### src/rtl/controller_registers_pkg.sv
// Shared encodings for the controller register block: FSM states, register
// offsets within a controller slot, global addresses and STATUS bit positions.
package controller_registers_pkg;

  localparam logic [1:0] IDLE    = 2'd0;
  localparam logic [1:0] WAIT    = 2'd1;
  localparam logic [1:0] CAPTURE = 2'd2;

  localparam logic [1:0] OFS_CUR      = 2'd0;
  localparam logic [1:0] OFS_PRESSED  = 2'd1;
  localparam logic [1:0] OFS_RELEASED = 2'd2;

  localparam logic [3:0] ADDR_STATUS = 4'hE;
  localparam logic [3:0] ADDR_FRAME  = 4'hF;

  localparam int STATUS_BUSY_BIT    = 0;
  localparam int STATUS_OVERRUN_BIT = 1;

endpackage

### src/rtl/controller_edge_regs.sv
// Per-controller snapshot plus sticky pressed/released edge flags with
// clear-on-read; a capture in the same cycle as a clear wins for new bits.
module controller_edge_regs
  import controller_registers_pkg::*;
(
  input  logic       clk,
  input  logic       rst_n,
  input  logic       capture,
  input  logic [7:0] data,
  input  logic [1:0] offset,
  input  logic       read_sel,
  output logic [7:0] rdata
);

  logic [7:0] cur;
  logic [7:0] pressed;
  logic [7:0] released;
  logic       clear_pressed;
  logic       clear_released;

  assign clear_pressed  = read_sel && (offset == OFS_PRESSED);
  assign clear_released = read_sel && (offset == OFS_RELEASED);

  // NOTE: state registers use non-blocking assignments so every flop samples
  // pre-edge values; blocking here would make cur's update visible to the
  // edge terms below within the same edge.
  always_ff @(posedge clk or negedge rst_n) begin
    if (!rst_n) begin
      cur      <= 8'h00;
      pressed  <= 8'h00;
      released <= 8'h00;
    end else begin
      if (capture) cur <= data;
      pressed  <= (clear_pressed  ? 8'h00 : pressed)
                | (capture ? (data & ~cur) : 8'h00);
      released <= (clear_released ? 8'h00 : released)
                | (capture ? (~data & cur) : 8'h00);
    end
  end

  // NOTE: a default assignment before the case keeps this purely
  // combinational; an uncovered path would otherwise infer a latch.
  always_comb begin
    rdata = 8'h00;
    case (offset)
      OFS_CUR:      rdata = cur;
      OFS_PRESSED:  rdata = pressed;
      OFS_RELEASED: rdata = released;
      default:      rdata = 8'h00;
    endcase
  end

endmodule

### src/rtl/controller_registers.sv
// Per-frame fetch scheduler and CPU register file for the game controllers:
// vblank-triggered fetch, fixed-latency snapshot, registered read port.
module controller_registers
  import controller_registers_pkg::*;
#(
  parameter int NUM_CONTROLLERS = 2,
  parameter int FETCH_LATENCY   = 12
) (
  input  logic                         clk,
  input  logic                         rst_n,
  input  logic                         vblank_i,
  output logic                         start_fetch_o,
  input  logic [8*NUM_CONTROLLERS-1:0] data_LIST_i,
  input  logic [3:0]                   addr_i,
  input  logic                         read_i,
  output logic [7:0]                   rdata_o
);

  localparam int TW = (FETCH_LATENCY > 1) ? $clog2(FETCH_LATENCY) : 1;

  logic [1:0]    state;
  logic [1:0]    next_state;
  logic [TW-1:0] timer;
  logic [7:0]    frame;
  logic          overrun;
  logic          capture;
  logic          overrun_set;
  logic          busy;
  logic [1:0]    slot;
  logic [1:0]    offset;
  logic [7:0]    ctrl_rdata [NUM_CONTROLLERS];
  logic [7:0]    read_mux;

  assign slot   = addr_i[3:2];
  assign offset = addr_i[1:0];

  always_ff @(posedge clk or negedge rst_n) begin
    if (!rst_n) state <= IDLE;
    else        state <= next_state;
  end

  always_comb begin
    next_state = state;
    case (state)
      IDLE:    if (vblank_i) next_state = WAIT;
      WAIT:    if (timer == '0) next_state = CAPTURE;
      CAPTURE: next_state = IDLE;
      default: next_state = IDLE;
    endcase
  end

  // vblank outside IDLE is dropped but recorded as an overrun.
  always_comb begin
    start_fetch_o = (state == IDLE) && vblank_i;
    capture       = (state == CAPTURE);
    overrun_set   = (state != IDLE) && vblank_i;
    busy          = (state != IDLE);
  end

  always_ff @(posedge clk or negedge rst_n) begin
    if (!rst_n) begin
      timer <= '0;
    end else if (start_fetch_o) begin
      timer <= TW'(FETCH_LATENCY - 1);
    end else if (state == WAIT && timer != '0) begin
      timer <= timer - 1'b1;
    end
  end

  always_ff @(posedge clk or negedge rst_n) begin
    if (!rst_n) begin
      frame   <= 8'h00;
      overrun <= 1'b0;
    end else begin
      if (capture) frame <= frame + 8'd1;
      overrun <= ((read_i && addr_i == ADDR_STATUS) ? 1'b0 : overrun) | overrun_set;
    end
  end

  for (genvar k = 0; k < NUM_CONTROLLERS; k++) begin : g_ctrl
    controller_edge_regs u_regs (
      .clk      (clk),
      .rst_n    (rst_n),
      .capture  (capture),
      .data     (data_LIST_i[8*k +: 8]),
      .offset   (offset),
      .read_sel (read_i && int'(slot) == k),
      .rdata    (ctrl_rdata[k])
    );
  end

  // Slot 3 is never a controller, so STATUS/FRAME cannot alias a slot.
  always_comb begin
    read_mux = 8'h00;
    if (addr_i == ADDR_STATUS) begin
      read_mux[STATUS_BUSY_BIT]    = busy;
      read_mux[STATUS_OVERRUN_BIT] = overrun;
    end else if (addr_i == ADDR_FRAME) begin
      read_mux = frame;
    end else begin
      for (int k = 0; k < NUM_CONTROLLERS; k++) begin
        if (int'(slot) == k) read_mux = ctrl_rdata[k];
      end
    end
  end

  always_ff @(posedge clk or negedge rst_n) begin
    if (!rst_n)      rdata_o <= 8'h00;
    else if (read_i) rdata_o <= read_mux;
  end

endmodule

### config.mk
export PLATFORM = sky130hd
export DESIGN_NAME = controller_registers
export DESIGN_NICKNAME = d
export VERILOG_FILES = /design/src/rtl/controller_registers_pkg.sv /design/src/rtl/controller_edge_regs.sv /design/src/rtl/controller_registers.sv
export SDC_FILE = /design/constraint.sdc
export NUM_CORES = 1
export LEC_CHECK = 0
export CAP_MARGIN = 20
export CORE_UTILIZATION = 40
export CTS_CLUSTER_DIAMETER = 200
export DETAILED_ROUTE_END_ITERATION = 10
export GPL_TIMING_DRIVEN = 1
export PLACE_DENSITY = 0.68
export SYNTH_ARGS = -nofsm -noshare
export SYNTH_HDL_FRONTEND = slang
export SYNTH_SLANG_ARGS = --single-unit
### constraint.sdc
create_clock -name clk -period 1.4 [get_ports clk]
set_clock_uncertainty 0.05 [all_clocks]
set_input_delay 0.28 -clock clk [delete_from_list [all_inputs] [get_ports clk]]
set_output_delay 0.28 -clock clk [all_outputs]
set_load 0.005 [all_outputs]
==> out/results.tsv <==
metric	value	unit
Placed Instances	475	
# diodes	0	
root buffer cell	clkbuf_8	
Worst-Margin Slew	0.374	ns
Vias/cell	5.36	
Net count, final	425	
total CTS buffers	9	
most common cell in the netlist	dfrtp_1	
crit path time final	1.50	ns
internal power	4.88	mW
Hold WC Path Type	input pin to flip-flop	
Initial DRC Count	153	
Setup CP Type	flip-flop to primary output	
Via Count	2730	
synthesized net count	356	
Sink Count	71	
top_reg_cell synth	dfrtp_1	
PnR Total Power	7.10	mW
WL per Instance	16.5	um
Max VDD drop	0.707	mV
Worst setup SP type	flip-flop	
P_sw	2.22	mW
Die Y	94.9	um
CP required	1.07	ns
total gr overflow	0	
status	finished, violations left	
Yosys reg bits	71	
number of global-route vias before repair	2751	
Distinct cells, synth	39	
Pre-antenna DRT Iters	5	
Post-synth ARST share	1.00	
H-Tree Depth	3	
I/O Pins	33	
final non-filler cell total	509	
Mean Syn Cell Area	10.5	um^2
fin worst setup slack	-0.0990	ns
combinational cell fraction of total power	0.285	
pwr dens	1530	nW/um^2
Fin Hold WS	0.416	ns
setup violators final	11	
Pleak	2.14	nW
Yosys warnings	0	
largest net degree at the start of global routing	72	
Initial Util	0.416	
CP max FO	2	
initial antenna violation count	0	
GPL Wtd Cong	0.766	
clk slew on worst S/H paths	0.07	ns
CP Capture Type	primary output	
Yosys top cell area share	0.515	
Mapped Cells	330	
WL final	8390	um
Peak Freq	667	MHz
final hold vios	0	
DRC	0	
synth top area cells	dfrtp_1, a32o_1, inv_1	
Layout area overhead	34.8	%
worst endpoint data arrival time	1.17	ns
sequential cell area fraction in the yosys report	0.515	
dpl hpwl	5130	um
full die area	9000	um^2
Sw Share	0.313	
TritonCTS clock tree	done	
first-pass GRT wire length	13200	um
Die W	94.9	um
max-slew violation count	0	
# port buffers	32	
area leader, netlist	dfrtp_1	
Post-synth EDFFs	0	
Syn Std Cell Area	3450	um^2
most frequent cells after synthesis	dfrtp_1, inv_1, a32o_1, nand2_1, o21ai_0	
fill count	684	
Rel. slew slack	0.751	
fin crit share	1.07	
placed cell area	4040	um^2
worst slack, placed	-0.674	ns
CORE AREA	8300	um^2
Design Area, Final	4650	um^2
failing checks	setup timing	
RSZ-0062 raised after global routing	yes	
worst skew pair latency	0.36	ns
gr usage total	0.195	
Max Cap Viol	0	
clock share of power	0.266	
sequential share of power	0.449	
post-route antenna net violation count	0	
maximum clock insertion buffer count	2	
layout cell share with drive strength beyond 1	0.225	
Core Rows	33	
-- metal layers --
layer | up-vias | track usage | part of all wire
met5 | - | 0 | 0
met4 | 0 | 0.0947 | 0.022
met3 | 16 | 0.0362 | 0.041
met2 | 57 | 0.311 | 0.48
met1 | 1329 | 0.255 | 0.45
li1 | 1328 | - | -
-- worst max-delay path, stage by stage, from the launching register on --
cell     delay (ns)
dfrtp_1        0.41
nor2_2         0.14
nand2_1        0.09
inv_1          0.08
buf_2          0.11
-- final timing paths --
check	start	end	slack, ns	depth (start not counted)
min in group asynchronous	rst_n	g_ctrl[0].u_regs.cur[3]	0.44	3
worst max-delay path	state[1]	start_fetch_o	-0.1	4
worst min register to register	frame[7]	frame[7]	0.43	1
worst max register to register	timer[0]	timer[3]	-0.1	6
max in group asynchronous	rst_n	g_ctrl[1].u_regs.pressed[7]	0.57	3
worst min-delay path	addr_i[3]	rdata_o[1]	0.42	3
-- layout by cell type, fill, tap and decap left out, types with 3 or more instances in the layout --
cell type        synthesis  routed
clkbuf_8                 0      11
dlygate4sd2_1            0      11
buf_6                    2       5
clkbuf_16                0       5
a221oi_2                 1       4
a221oi_1                 6       3
xor2_1                   4       3
a32o_1                  32      32
o21ai_0                 24      19
buf_12                   0       5
nand3b_1                16      16
clkdlybuf4s50_1          0      18
buf_4                    3      26
mux2i_1                 16      16
o22ai_1                  6       6
dfrtp_1                 71      71
inv_1                   43      41
o21ai_1                 17      22
nand2_2                  0       4
xnor2_1                  6       5
nand3_2                  0       4
nand2_1                 32      27
nor2_1                   5       4
-- cells by family (layout without fill, tap and decap cells) --
| kind of cell | Yosys count | after routing | synth area share |
|---|---|---|---|
| AND/OR/NAND/NOR | 74 | 74 | 0.118 |
| flip-flops | 71 | 71 | 0.515 |
| AO/OA/AOI/OAI | 94 | 94 | 0.202 |
| buffers and inverters | 62 | 136 | 0.0831 |
| multiplexers | 17 | 17 | 0.0497 |
| adder cells (fa/ha/maj) | 2 | 2 | 0.00725 |
| XOR/XNOR | 10 | 10 | 0.0254 |
-- state kept, by name, indices dropped and copies added (netlist names) --
signal and flops:
frame 8, state 2, g_ctrl.u_regs.pressed 16, rdata_o 8, g_ctrl.u_regs.cur 16, timer 4
g_ctrl.u_regs.released 16, overrun 1
-- power groups by stage --
stage,sequential [mW],clock [mW],combinational [mW]
floorplan,3.05,0,1.14
global placement,3.18,0,1.63
detailed placement,3.19,0,1.71
CTS,3.16,1.92,1.94
global route,3.25,2.00,2.27
finish,3.19,1.89,2.02
-- layout make-up --
type,count,area [um^2],share of cell area
clock buffers,11,151,0.0326
clock inverters,5,80.1,0.0172
inverters,43,161,0.0347
multi-input cells,197,1490,0.321
flip-flops and latches,71,1780,0.382
well taps,105,131,0.0283
repair buffers,77,858,0.185
-- metrics by stage --
step | TNS (ns) | utilization
2_1_floorplan | -0.0217 | -
3_3_place_gp | -19.19 | 0.486
3_5_place_dp | -19.34 | 0.486
4_1_cts | -0.193 | 0.539
5_1_grt | -1.15 | 0.560
6_report | -0.388 | 0.560
-- what timing repair did --
item / 4_1_cts / 5_1_grt
hold buffers: 1 / 0
gates resized for setup: 38 / 17
setup endpoints to repair: 52 / 50
buffers inserted: 9 / 1
cloned: 3 / 6
hold endpoints to repair: 71 / 0
pin swaps: 8 / 23
Power figures use the tool's default switching activity.
